--- src/rtl/johnson_pkg.sv ---
// Shared constants, slot map and segment LUT for the Johnson-code display path.
// Digit codes are thermometer words: value d has bits [d-1:0] set.
package johnson_pkg;

  localparam int CODE_W   = 10;
  localparam int N_DIGITS = 6;
  localparam int IDX_W    = 3;

  typedef logic [IDX_W-1:0] slot_t;

  localparam slot_t SLOT_S0 = 3'd0;
  localparam slot_t SLOT_S1 = 3'd1;
  localparam slot_t SLOT_M0 = 3'd2;
  localparam slot_t SLOT_M1 = 3'd3;
  localparam slot_t SLOT_H0 = 3'd4;
  localparam slot_t SLOT_H1 = 3'd5;

  localparam logic [3:0] SLOT_MAX [N_DIGITS] = '{4'd9, 4'd5, 4'd9, 4'd5, 4'd9, 4'd2};

  typedef struct packed {
    logic       valid;
    logic [3:0] value;
  } digit_t;

  // Segment order {g,f,e,d,c,b,a}, active-high.
  function automatic logic [6:0] seg7_lut(input logic [3:0] value);
    case (value)
      4'd0:    return 7'h3F;
      4'd1:    return 7'h06;
      4'd2:    return 7'h5B;
      4'd3:    return 7'h4F;
      4'd4:    return 7'h66;
      4'd5:    return 7'h6D;
      4'd6:    return 7'h7D;
      4'd7:    return 7'h07;
      4'd8:    return 7'h7F;
      4'd9:    return 7'h6F;
      default: return 7'h00;
    endcase
  endfunction

endpackage

--- src/rtl/johnson_digit_decode.sv ---
// Combinational thermometer-code decoder: validity check plus popcount value.
module johnson_digit_decode
  import johnson_pkg::*;
(
  input  logic [CODE_W-1:0] code,
  output digit_t            digit
);

  logic [CODE_W-1:0] code_inc;
  logic [3:0]        ones;

  // A thermometer word plus one is a single power of two, so the AND is zero.
  always_comb begin
    code_inc = code + CODE_W'(1);
    ones     = '0;
    for (int i = 0; i < CODE_W; i++) begin
      ones = ones + 4'(code[i]);
    end
    digit.valid = !code[CODE_W-1] && ((code & code_inc) == '0);
    digit.value = ones;
  end

endmodule

--- src/rtl/display_johnson_mux.sv ---
// Six-digit multiplexed seven-segment driver fed by Johnson digit codes.
// Codes are snapshotted once per scan frame; all outputs are registered.
module display_johnson_mux
  import johnson_pkg::*;
#(
  parameter int SCAN_DIV = 4,
  parameter bit LZ_BLANK = 1'b1
) (
  input  logic                clk,
  input  logic                reset,
  input  logic [CODE_W-1:0]   H_out1_johnson,
  input  logic [CODE_W-1:0]   H_out0_johnson,
  input  logic [CODE_W-1:0]   M_out1_johnson,
  input  logic [CODE_W-1:0]   M_out0_johnson,
  input  logic [CODE_W-1:0]   S_out1_johnson,
  input  logic [CODE_W-1:0]   S_out0_johnson,
  output logic [6:0]          seg,
  output logic                dp,
  output logic [N_DIGITS-1:0] an,
  output logic                code_err
);

  localparam int               DIV_W    = (SCAN_DIV > 1) ? $clog2(SCAN_DIV) : 1;
  localparam logic [DIV_W-1:0] DIV_LAST = DIV_W'(SCAN_DIV - 1);

  logic [DIV_W-1:0]    div_p0;
  slot_t               idx_p0;
  logic [CODE_W-1:0]   snap_p0 [N_DIGITS];
  logic [CODE_W-1:0]   code_sel_p0;
  logic [3:0]          max_sel_p0;
  digit_t              digit_p0;
  logic                s0_even_p0;
  logic                div_wrap_p0;
  logic                frame_end_p0;
  logic [6:0]          seg_nxt;
  logic                dp_nxt;
  logic                code_err_nxt;
  logic [N_DIGITS-1:0] an_nxt;

  function automatic logic code_is_even_digit(input logic [CODE_W-1:0] code);
    return !code[CODE_W-1] && ((code & (code + CODE_W'(1))) == '0) && !(^code);
  endfunction

  // ---- stage p0: counters and snapshot select the slot being decoded ----
  assign div_wrap_p0  = (div_p0 == DIV_LAST);
  assign frame_end_p0 = div_wrap_p0 && (idx_p0 == SLOT_H1);
  assign s0_even_p0   = code_is_even_digit(snap_p0[SLOT_S0]);

  always_comb begin
    code_sel_p0 = snap_p0[SLOT_S0];
    max_sel_p0  = SLOT_MAX[SLOT_S0];
    if (idx_p0 <= SLOT_H1) begin
      code_sel_p0 = snap_p0[idx_p0];
      max_sel_p0  = SLOT_MAX[idx_p0];
    end
  end

  johnson_digit_decode u_decode (
    .code  (code_sel_p0),
    .digit (digit_p0)
  );

  always_comb begin
    seg_nxt      = '0;
    code_err_nxt = 1'b0;
    if (!digit_p0.valid || (digit_p0.value > max_sel_p0)) begin
      code_err_nxt = 1'b1;
    end else if (!(LZ_BLANK && (idx_p0 == SLOT_H1) && (digit_p0.value == 4'd0))) begin
      seg_nxt = seg7_lut(digit_p0.value);
    end
    dp_nxt = ((idx_p0 == SLOT_M0) || (idx_p0 == SLOT_H0)) && s0_even_p0;
    an_nxt = ~(N_DIGITS'(1) << idx_p0);
  end

  // ---- stage p1: registered display outputs ----
  always_ff @(posedge clk) begin
    if (reset) begin
      div_p0   <= '0;
      idx_p0   <= SLOT_S0;
      for (int i = 0; i < N_DIGITS; i++) begin
        snap_p0[i] <= '0;
      end
      seg      <= '0;
      dp       <= 1'b0;
      an       <= '1;
      code_err <= 1'b0;
    end else begin
      div_p0 <= div_wrap_p0 ? '0 : div_p0 + DIV_W'(1);
      if (div_wrap_p0) begin
        idx_p0 <= (idx_p0 == SLOT_H1) ? SLOT_S0 : idx_p0 + IDX_W'(1);
      end
      if (frame_end_p0) begin
        snap_p0[SLOT_S0] <= S_out0_johnson;
        snap_p0[SLOT_S1] <= S_out1_johnson;
        snap_p0[SLOT_M0] <= M_out0_johnson;
        snap_p0[SLOT_M1] <= M_out1_johnson;
        snap_p0[SLOT_H0] <= H_out0_johnson;
        snap_p0[SLOT_H1] <= H_out1_johnson;
      end
      seg      <= seg_nxt;
      dp       <= dp_nxt;
      an       <= an_nxt;
      code_err <= code_err_nxt;
    end
  end

endmodule

--- config.mk ---
export PLATFORM = sky130hd
export DESIGN_NAME = display_johnson_mux
export DESIGN_NICKNAME = d
export VERILOG_FILES = /design/src/rtl/johnson_pkg.sv /design/src/rtl/johnson_digit_decode.sv /design/src/rtl/display_johnson_mux.sv
export SDC_FILE = /design/constraint.sdc
export NUM_CORES = 1
export LEC_CHECK = 0
export ABC_AREA = 1
export BUFFER_PORTS_ARGS = -buffer_cell sky130_fd_sc_hd__buf_2
export CAP_MARGIN = 30
export CORE_MARGIN = 8
export CORE_UTILIZATION = 52
export CTS_CLUSTER_DIAMETER = 150
export DETAILED_ROUTE_END_ITERATION = 8
export HOLD_SLACK_MARGIN = 0.03
export PLACE_DENSITY_LB_ADDON = 0.2
export SLEW_MARGIN = 0
export SYNTH_ARGS = -nofsm -noshare
export SYNTH_HDL_FRONTEND = slang
export SYNTH_SLANG_ARGS = --single-unit
--- constraint.sdc ---
create_clock -name clk -period 7.8 [get_ports clk]
set_clock_uncertainty 0.2 [all_clocks]
set_input_delay 0.39 -clock clk [delete_from_list [all_inputs] [get_ports clk]]
set_output_delay 0.39 -clock clk [all_outputs]
set_load 0.01 [all_outputs]
* After elaboration in Yosys (flattened, before gate mapping)
Memory sizes are Yosys's and may differ from the RTL's. A register that Yosys moved wholly into a read port is not among the register bits.
Index checks and enable logic that the tools add are counted.
** Cells by class
- Add/subtract/negate cells :: 13
- Multipliers :: 0
- Div/mod/pow operators :: 0
- Order comparisons :: 3
- Eq/ne operators :: 4
- Shift operators :: 1
- Mux-type cells :: 19
- Bitwise operators :: 10
- Reduce and logical (&&, ||, !) cells :: 18
** Operator list (number)
- $mux 10 :: 7
- $add 4x1->4 :: 8
- $add 10x1->10 const B :: 2
- $and 10x10->10 :: 2
- $logic_not 10->1 :: 2
- $mux 4 :: 3
- $reduce_xor 10->1 :: 1
- $mux 3 :: 3
- $eq 3x3->1 const B :: 2
- $logic_and 1x1->1 :: 6
- $mux 1 :: 6
- $not 6->6 :: 1
- $or 1x1->1 :: 6
- $shl 1x3->6 const A :: 1
- $ge 4x4->1 const B :: 1
- $gt 4x4->1 :: 1
- $logic_not 1->1 :: 4
- $logic_not 4->1 :: 1
- $not 3->4 :: 1
- $add 3x1->3 const B :: 1
- $eq 3x2->1 const B :: 1
- $le 3x3->1 const B :: 1
- $reduce_or 3->1 :: 1
- $add 1x1->2 :: 1
- 4 further kinds :: 5
** Word-level totals
- Bits in registers :: 13
- Latch bits :: 0
- RAM bits :: 60
- Bits in read-only memories :: 144
- Input bits :: 62
- Output and inout bits :: 15
- Logic and storage cells :: 76
- Memories kept :: 3
** Memory list
- (no name shown) :: depth 16, width 7, rd ports 1, clocked after Yosys merged registers in 1, wr ports 0, line johnson_pkg.sv:27 : case (value)
- snap_p0 :: depth 6, width 10, rd ports 2, clocked after Yosys merged registers in 1, wr ports 6, line display_johnson_mux.sv:28 : logic [CODE_W-1:0] snap_p0 [N_DIGITS];
- (no name shown) :: depth 8, width 4, rd ports 1, clocked after Yosys merged registers in 0, wr ports 0, line display_johnson_mux.sv:54 : max_sel_p0 = SLOT_MAX[idx_p0];

* Longest topological paths before layout
Gate-level depths: netlist (run 1).
- Word-level depth :: 14
- Gate-level depth with buffers :: 29

* Cells and area by module
From an unflattened synthesis (run 1), not the netlist that was laid out.
** Unflattened totals
- Cells, all modules :: 535
- Area, all modules :: 4585.6 µm²
** Modules (own cells, without submodules)
- display_johnson_mux :: instances 1, cells an instance 484, area each 4221.5 µm², sequential area each 2262.2 µm²
- johnson_digit_decode :: instances 1, cells an instance 51, area each 364.1 µm², sequential area each 0.0 µm²

* Worst setup path after synthesis (run 1)
OpenSTA, ideal clock, no wires.
- Path type :: reg2reg
- Start point :: reg idx_p0[0]
- End point :: mem snap_p0[0][0], enable pin
- Setup time :: 561 ps
- Data arrival time :: 4943 ps
- Required time :: 7039 ps
- Path slack :: 2097 ps
- Stages on the path, launching flop included :: 5
- Path buffers :: 0
- Clock period less this slack :: 5703 ps
- Cell sequence :: dfxtp_1 > inv_1 > nor2_1 > nand2_1 > o21ai_0
** RTL lines
- start: declaration :: line display_johnson_mux.sv:27 : slot_t idx_p0;
- start signal: assignment :: line display_johnson_mux.sv:90 : idx_p0 <= (idx_p0 == SLOT_H1) ? SLOT_S0 : idx_p0 + IDX_W'(1);
- end: declaration :: line display_johnson_mux.sv:28

==> flow_summary.toml, run 1 <==
[critical_path]
path_depth = 23
required_ns = 7.90
critPathBufInv = 4
cp_max_fo = 30
critPathTopFamily = "adder cells"
slowest_delay_ns = 0.64
path_common_cell = "fa_1"
crit_path_end_kind = "flop"
slowest_stage = "fa_1"
r2r_cells = 23
criticalPathCategory = "flop to flop"
critPathArrivalTime_ns = 5.60
crit_chain = "inv_2 -> nand2_1 -> nand3_1 -> nand3_1 -> a21oi_2 -> ha_1 -> inv_1 -> fa_1 -> fa_1 -> inv_1 -> fa_1 -> fa_1 -> fa_1 -> ha_1 -> inv_1 -> o21bai_1 -> nand4_1 -> nand2_1 -> nand2_1 -> nand2_1 -> nor2_4 -> nand4_4 -> nor2_2"
start_kind = "flop"

[global_route]
grt.overflow.total = 0
track_usage = 0.1689
grt_pass1_vias = 3551
grt_max_degree = 53
grt_antenna_before_repair = 0
grt_pass1_wl_mm = 16.07

[place]
place_congestion = 0.9325
dp_hpwl_mm = 7.294
place.port_buffers = 76

[synthesis]
synth_edf_count = 60
syn_nets = 651
yosys_most_used_dff = "edfxtp_1"
async_reset_ff_frac = 0
ys_seq_elements = 83
postSynthAreaPerCell_sq_um = 8.245
syn_inst = 561
synth_warnings = 0
seq_area_frac_synth = 0.4890
ys_types = 38
syn_area_sq_um = 4626

[die]
die_w_um = 110.3
rows = 34
core-area_sq_um = 8678
die_y_um = 110.3
pin_count = 77
start_util = 0.5330
dieArea_sq_um = 12170

[pwr]
power_frac_clock = 0.281
peakVddDrop_mv = 0.1284
internal_power_mw = 0.7563
p_leak_nw = 2.756
p_comb_frac = 0.275
pwr-share-seq = 0.443
p_sw_mw = 0.3606
switching_share = 0.3228
p_per_area_nw_per_um2 = 211.4

[layout]
final_nets = 725
antenna_cells = 0
final_layout_size_suffix_gt1_frac = 0.1969
areaGrowthSynthToFinish_pct = 14.20

[timing]
tns_ns = 0
timing.fmax_ghz = 0.1818
rsz0062_at_grt = "no"
slew_viol_final = 0
min_period_ns = 5.499
hold_viol_final = 0
fin_hold_ws_ns = 0.1174
setup_viol = 0
min_period_over_period = 0.7051
relSlewSlack = 0.5948
worst_pin_slew_ns = 0.6078

[drt]
drt_first_pass_iters = 4
via_count = 3604
routedWlPerCell_um = 12.81
drt-total-wl_mm = 9.583
via_per_inst = 4.818
drt_iter0_drc = 215
ant_nets = 0
post-route-drc-count = 0

[hold_path]
hold_class = "primary input to flop"
hold_depth = 3

[clocking]
holdBufCountCts = 0
clockRootBuffer = "clkbuf_8"
cts_setup_buffers = 0
cts_tree = "yes"
clk_latency_ns = 0.36
post_cts_resized = 0
cts.clk_slew.worst_paths_ns = 0.09
cts_sinks = 83
h-tree-depth = 3
numCtsBuffers = 9
cts_buffer_depth = 2

[run_status]
outcome = "finished, final reports clean"

[job]
drv_cap = 0
## power by group through the flow
stage	clock network [mW]	registers, mW	logic [mW]
4_1_cts	0.320	0.495	0.306
6_report	0.314	0.495	0.307
2_1_floorplan	0	0.507	0.233
3_5_place_dp	0	0.505	0.305
3_3_place_gp	0	0.505	0.293
5_1_grt	0.336	0.497	0.361
## metrics by stage
stage                     area (sq um)  power, mW  worst slack [ns]  instances    util
final                             5283      1.117             2.301        748  0.6087
after global routing              5283      1.194             1.908        748  0.6087
after CTS                         5283      1.122             2.311        748  0.6087
after detailed placement          5081     0.8099             2.328        732  0.5855
after global placement            5081     0.7982             2.467        732  0.5855
after floorplan                   4626     0.7398             2.097        561       -
## placed cells by master (no fill, tap or decap), types with 2 or more instances in the layout
master and n:
nand2_1 129, inv_1 119, nor2_1 77, buf_2 76, edfxtp_1 60, nand3_1 26
a21oi_1 23, dfxtp_1 23, ha_1 22, nor2_2 9, clkbuf_8 9, o21ai_0 8
nand2_2 6, fa_1 6, inv_2 5, a21oi_2 3, xnor2_1 3, clkinvlp_4 3
buf_4 3, a31oi_1 2, o21bai_1 2, nand4_1 2, nor3_1 2, or2_2 2
xor2_1 2
## registers in the layout (all words and copies together), names as in the netlist, named ones only
signal	flops
code_err	1
seg	7
dp	1
div_p0	2
an	6
snap_p0	60
idx_p0	3
## final timing paths
check	startpoint	endpoint	slack [ns]
max	flop	seg[6]	2.30
min	M_out0_johnson[8]	snap_p0[2][8]	0.12
max reg2reg	flop	seg[6]	2.30
min reg2reg	div_p0[0]	div_p0[0]	0.24
## worst min-delay path, stage by stage
cell and delay [ns]:
buf_2 0.07, inv_1 0.03, nor2_1 0.08
## per-layer routing
layer,GRT usage,vias up,routed length [um],part of all wire
li1,-,1869,-,-
met1,0.2098,1639,4367,0.46
met2,0.2796,83,4472,0.47
met3,0.03314,13,573,0.060
met4,0.07422,0,170,0.018
met5,0,-,0,0
## layout make-up
class                           instances  area [sq um]
Fill cell                             779          3396
Sequential cell                        83          2262
Multi-Input combinational cell        337          1809
Inverter                              125         471.7
Timing Repair Buffer                   79         402.9
Tap cell                              108         135.1
Clock buffer                            9         123.9
Clock inverter                          7         77.57
## cell families (layout without fill, tap and decap cells)
logic type      after synthesis  in the layout  synth area share
compound gates               45             45           0.05626
xor+xnor                      5              5          0.009469
fa+ha+maj                    28             28           0.08547
buf+inv                     141            220            0.1233
flops                        83             83            0.4890
simple gates                259            259            0.2364
## synthesized netlist by cell type (all sizes together) (2+ instances only)
master	instances	share of area
nand2	136	0.12
inv	125	0.10
nor2	87	0.077
edfxtp	60	0.39
nand3	27	0.029
a21oi	26	0.031
dfxtp	23	0.10
ha	22	0.060
o21ai	10	0.011
buf	9	0.016
clkbuf	7	0.0057
fa	6	0.026
nand4	3	0.0073
xnor2	3	0.0057
a31oi	2	0.0027
nor3	2	0.0022
o21bai	2	0.0032
or2	2	0.0027
xor2	2	0.0038
Power figures use the tool's default switching activity.
==> run 2, diff against run 1 <==
--- a/config.mk
+++ b/config.mk
@@ -9,7 +9,7 @@
 export BUFFER_PORTS_ARGS = -buffer_cell sky130_fd_sc_hd__buf_2
 export CAP_MARGIN = 30
 export CORE_MARGIN = 8
-export CORE_UTILIZATION = 52
+export CORE_UTILIZATION = 51
 export CTS_CLUSTER_DIAMETER = 150
 export DETAILED_ROUTE_END_ITERATION = 8
 export HOLD_SLACK_MARGIN = 0.03
==> constraint.sdc (replaced) <==
create_clock -name clk -period 4.7 [get_ports clk]
set_clock_uncertainty 0.2 [all_clocks]
set_input_delay 0.235 -clock clk [delete_from_list [all_inputs] [get_ports clk]]
set_output_delay 0.235 -clock clk [all_outputs]
set_load 0.01 [all_outputs]
==> run 2 against run 1 <==
Compared with the run above:
- the flow now finishes with violations (setup timing)
- register-to-register slack got worse by 2.7 ns
- worst setup slack worse by 2.7 ns
- worst hold slack got worse by 0.087 ns
- core utilization up 12 points
- sequential share of layout area down 7.1 points
- via count increased by 14%
- count of clock-buffer cells in the layout rose by 1
- final cell count rose by 16%
- sequential cell count unchanged
- fmax increased by 8.5%
- cell area grew 20%
- global-route usage up 2.0 points
- highest routed layer unchanged
==> flow_summary.toml, run 2 (same netlist as run 1, synthesis figures left out) <==
[run_status]
outcome = "finished, violations left"
violations = "setup timing"

[global_route]
grt_pass1_vias = 4190
grt_antenna_before_repair = 0
grt_max_degree = 49
grt_pass1_wl_mm = 19.26
track_usage = 0.1888
grt.overflow.total = 0

[critical_path]
start_kind = "flop"
criticalPathCategory = "flop to flop"
r2r_end = "seg[6]"
reg2reg_slack_ns = -0.37
crit_path_end_kind = "flop"
path_common_cell = "buf_4"
r2r_cells = 41
slowest_stage = "dfxtp_4"
critPathArrivalTime_ns = 5.12
required_ns = 4.75
slowest_delay_ns = 0.37
cp_max_fo = 7

[timing]
min_period_over_period = 1.078
setup_viol = 8
min_period_ns = 5.066
hold_viol_final = 0
worst_pin_slew_ns = 0.9527
rsz0062_at_grt = "yes"
relSlewSlack = 0.3625
slew_viol_final = 0
setup_ws_ns = -0.3664
tns_ns = -2.797
timing.fmax_ghz = 0.1974

[clocking]
cts_tree = "yes"
clockRootBuffer = "clkbuf_8"
cts.clk_slew.worst_paths_ns = 0.09
clk_latency_ns = 0.36
h-tree-depth = 3
cts_buffer_depth = 2
numCtsBuffers = 9
cts_sinks = 83

[pwr]
peakVddDrop_mv = 0.1742
p_sw_mw = 0.6261
switching_share = 0.3217
p_leak_nw = 3.294
power_frac_clock = 0.232
pwr-share-seq = 0.421
p_comb_frac = 0.346
internal_power_mw = 1.320
p_per_area_nw_per_um2 = 306.1

[layout]
largest_reg_flops = 60
layout_commonest_cell = "nand2_1"
final_layout_size_suffix_gt1_frac = 0.2632
areaGrowthSynthToFinish_pct = 37.46
top_regs = "snap_p0 (60), seg (7), an (6)"
fillerInstances = 624
regMostFlops = "snap_p0"
final_nets = 841
final_cell_mix = "nand2_1, inv_1, nor2_1"
stdcell_area_sq_um = 6359
stdcell_count = 864
antenna_cells = 0

[drt]
drt_first_pass_iters = 5
via_per_inst = 4.766
drt_iter0_drc = 176
post-route-drc-count = 0
ant_nets = 0
routedWlPerCell_um = 13.63
drt-total-wl_mm = 11.77
via_count = 4118

[job]
drv_cap = 0

[place]
place_congestion = 0.9228
preCtsSetupSlack_ns = -0.1678
place.port_buffers = 76
dpl-instance-area_sq_um = 5351
dp.cells = 762
dp_hpwl_mm = 7.611

[hold_path]
hold_class = "primary input to flop"
hold_depth = 3
hold_path_end = "snap_p0[1][4]"
hold_start = "S_out1_johnson[4]"

[die]
start_util = 0.5278
die_y_um = 111.2
die_w_um = 111.2
dieArea_sq_um = 12370
rows = 34
pin_count = 77
core-area_sq_um = 8763
-- run 2: changes by cell type in the layout (fill, tap and decap cells not counted), moves of 3 or more --
cell | before | now
dlygate4sd3_1 | 0 | 59
buf_4 | 3 | 57
dfxtp_1 | 23 | 18
dfxtp_2 | 0 | 4
inv_1 | 119 | 116
nand2_1 | 129 | 126
-- run 2: through the flow --
| step | util | hold WS [ns] | power (mW) |
|---|---|---|---|
| floorplan | - | 0.1147 | 1.247 |
| global placement | 0.6084 | 0.2066 | 1.414 |
| detailed placement | 0.6107 | 0.2172 | 1.431 |
| CTS | 0.7222 | 0.03580 | 1.935 |
| global route | 0.7256 | 0.04503 | 2.073 |
| finish | 0.7256 | 0.03055 | 1.947 |
-- run 2: worst max path at each step --
| stage | startpoint | endpoint | slack, ns | depth (start not counted) |
|---|---|---|---|---|
| 2_1_floorplan | flop | seg[0] | -0.09 | 26 |
| 3_3_place_gp | flop | seg[0] | -0.10 | 25 |
| 3_5_place_dp | flop | seg[6] | -0.17 | 25 |
| 4_1_cts | flop | seg[6] | -0.17 | 25 |
| 5_1_grt | flop | seg[6] | -0.45 | 41 |
| 6_report | flop | seg[6] | -0.37 | 41 |
-- run 2: per-layer routing --
layer	wire length [um]	track usage	vias up
met1	4861	0.2135	1854
met4	328	0.06400	0
met2	5841	0.3303	134
met5	0	0	-
li1	-	-	2099
met3	743	0.05519	31
-- run 2: critical path: cells and delay by family (launching register included) --
kind                       cells  cell delay, ns
DFF                            1            0.37
and+or+nand+nor               11            0.71
adders and majority gates      1            0.13
buffers and inverters         29            3.58
-- run 2: final cells by class --
class | count | area (sq um) | share of cell area
clock inverter | 6 | 40.04 | 0.006297
clock buffer | 10 | 127.6 | 0.02007
inverter | 125 | 474.2 | 0.07458
sequential | 83 | 2271 | 0.3571
timing repair buffer | 195 | 1441 | 0.2267
tap | 108 | 135.1 | 0.02125
multi-input combinational | 337 | 1869 | 0.2940
-- run 2: repair_timing --
item                       in CTS  in global routing
pin swaps                       5                  5
hold buffers                   59                  0
resized for setup               8                  6
hold endpoints to repair       60                  0
buffers inserted               26                  1
setup endpoints to repair       8                  8
-- run 2: power by group through the flow --
stage          Clock [mW]  Combinational (mW)  Sequential [mW]
2_1_floorplan           0               0.408            0.839
3_3_place_gp            0               0.577            0.837
3_5_place_dp            0               0.594            0.837
4_1_cts             0.456               0.659            0.820
5_1_grt             0.483               0.767            0.823
6_report            0.452               0.674            0.820
==> run 3, diff against run 2 <==
--- a/config.mk
+++ b/config.mk
@@ -12,9 +12,8 @@
 export CORE_UTILIZATION = 51
 export CTS_CLUSTER_DIAMETER = 150
 export DETAILED_ROUTE_END_ITERATION = 8
-export HOLD_SLACK_MARGIN = 0.03
+export HOLD_SLACK_MARGIN = 0.08
 export PLACE_DENSITY_LB_ADDON = 0.2
-export SLEW_MARGIN = 0
 export SYNTH_ARGS = -nofsm -noshare
 export SYNTH_HDL_FRONTEND = slang
 export SYNTH_SLANG_ARGS = --single-unit
==> run 3 against run 2 <==
Compared with the run above:
- the run still ends with setup timing left
- routed wire length increased by 0.10%
- global-route usage increased by 0.14 points
- first-iteration DRC count increased by 1.7%
- largest power group unchanged
- highest routed layer unchanged
==> flow_summary.toml, run 3 (same netlist as run 1, synthesis figures left out) <==
[critical_path]
required_ns = 4.75
slowest_stage = "dfxtp_4"
crit_path_end_kind = "flop"
criticalPathCategory = "flop to flop"
r2r_cells = 40
path_common_cell = "buf_4"
start_kind = "flop"
critPathArrivalTime_ns = 4.99
cp_max_fo = 7
slowest_delay_ns = 0.37

[global_route]
track_usage = 0.1902
grt_antenna_before_repair = 0
grt_max_degree = 49
grt.overflow.total = 0
grt_pass1_wl_mm = 19.33
grt_pass1_vias = 4227

[pwr]
power_mw = 1.945
p_sw_mw = 0.6249
p_comb_frac = 0.346
power_frac_clock = 0.232
peakVddDrop_mv = 0.1742
p_per_area_nw_per_um2 = 305.8
p_leak_nw = 3.296
internal_power_mw = 1.320
switching_share = 0.3213
pwr-share-seq = 0.422

[drt]
drt-total-wl_mm = 11.79
routedWlPerCell_um = 13.63
drt_iter0_drc = 179
post-route-drc-count = 0
via_count = 4082
via_per_inst = 4.719
drt_first_pass_iters = 7
ant_nets = 0

[run_status]
violations = "setup timing"
outcome = "finished, violations left"

[timing]
rsz0062_at_grt = "yes"
hold_viol_final = 0
setup_viol = 8
slew_viol_final = 0
min_period_over_period = 1.051
setup_ws_ns = -0.2384
worst_pin_slew_ns = 0.9651
min_period_ns = 4.938
relSlewSlack = 0.3541
timing.fmax_ghz = 0.2025

[layout]
final_layout_size_suffix_gt1_frac = 0.2602
final_nets = 842
top_regs = "snap_p0 (60), seg (7), an (6)"
regMostFlops = "snap_p0"
final_cell_mix = "nand2_1, inv_1, nor2_1"
largest_reg_flops = 60
areaGrowthSynthToFinish_pct = 37.52
fillerInstances = 628
multi_input_area_sq_um = 1859
seq_area_sq_um = 2271
antenna_cells = 0
layout_commonest_cell = "nand2_1"

[clocking]
cts.clk_slew.worst_paths_ns = 0.09
numCtsBuffers = 9
cts_sinks = 83
cts_tree = "yes"
clk_latency_ns = 0.36
h-tree-depth = 3
clockRootBuffer = "clkbuf_8"
cts_buffer_depth = 2

[place]
dp_hpwl_mm = 7.611
place_congestion = 0.9228
place.port_buffers = 76
preCtsSetupSlack_ns = -0.1678

[hold_path]
hold_class = "flop to flop"
hold_depth = 1

[die]
core-area_sq_um = 8763
die_y_um = 111.2
die_w_um = 111.2
pin_count = 77
dieArea_sq_um = 12370
start_util = 0.5278
rows = 34

[job]
drv_cap = 0
## run 3: cell types whose count changed in the layout (fill, tap and decap cells not counted), sizes merged
cell         change
dlygate4sd3      +2
buf              -1
## run 3: cell type report
class / count / share of cell area
clock buffer: 10 / 0.02006
clock inverter: 6 / 0.006294
inverter: 125 / 0.07455
multi-input combinational: 337 / 0.2923
sequential: 83 / 0.3570
tap: 108 / 0.02124
timing repair buffer: 196 / 0.2286
## run 3: metrics by stage
step | setup TNS [ns] | std cells | util | instance area (sq um) | hold WS [ns]
after floorplan | -0.5396 | 561 | - | 4669 | 0.1147
after global placement | -0.6386 | 761 | 0.6084 | 5331 | 0.2066
after detailed placement | -1.089 | 762 | 0.6107 | 5351 | 0.2172
after CTS | -1.150 | 865 | 0.7244 | 6349 | 0.2274
after global routing | -3.361 | 865 | 0.7259 | 6361 | 0.2393
final | -1.772 | 865 | 0.7259 | 6361 | 0.2261
## run 3: final timing paths
path                             endpoint      start  slack, ns
worst min-delay path            div_p0[0]  div_p0[0]       0.23
worst max register to register     seg[6]       flop      -0.24
worst min register to register  div_p0[0]  div_p0[0]       0.23
worst max-delay path               seg[6]       flop      -0.24
## run 3: metal layers
layer / routed length (um) / up-vias / track usage
met1: 4840 / 1837 / 0.2125
met4: 329 / 0 / 0.07378
met5: 0 / - / 0
li1: - / 2101 / -
met3: 761 / 29 / 0.05465
met2: 5855 / 115 / 0.3323
## run 3: repair_timing
item	in CTS	in global routing
setup endpoints to repair	8	8
hold endpoints to repair	63	0
hold buffers	61	0
gates resized for setup	8	4
buffers inserted	26	1
pin swaps	5	5
## run 3: power by group through the flow
stage	logic (mW)	registers [mW]	clock network [mW]
floorplan	0.408	0.839	0
global placement	0.577	0.837	0
detailed placement	0.594	0.837	0
CTS	0.660	0.820	0.456
global route	0.766	0.823	0.483
finish	0.673	0.821	0.452
## run 3: worst max-delay path, delay by kind of cell, from the launching register on
kind / cells / cell delay (ns)
buffers and inverters: 28 / 3.41
AND/OR/NAND/NOR: 11 / 0.70
flip-flops: 1 / 0.37
adder cells (fa/ha/maj): 1 / 0.17
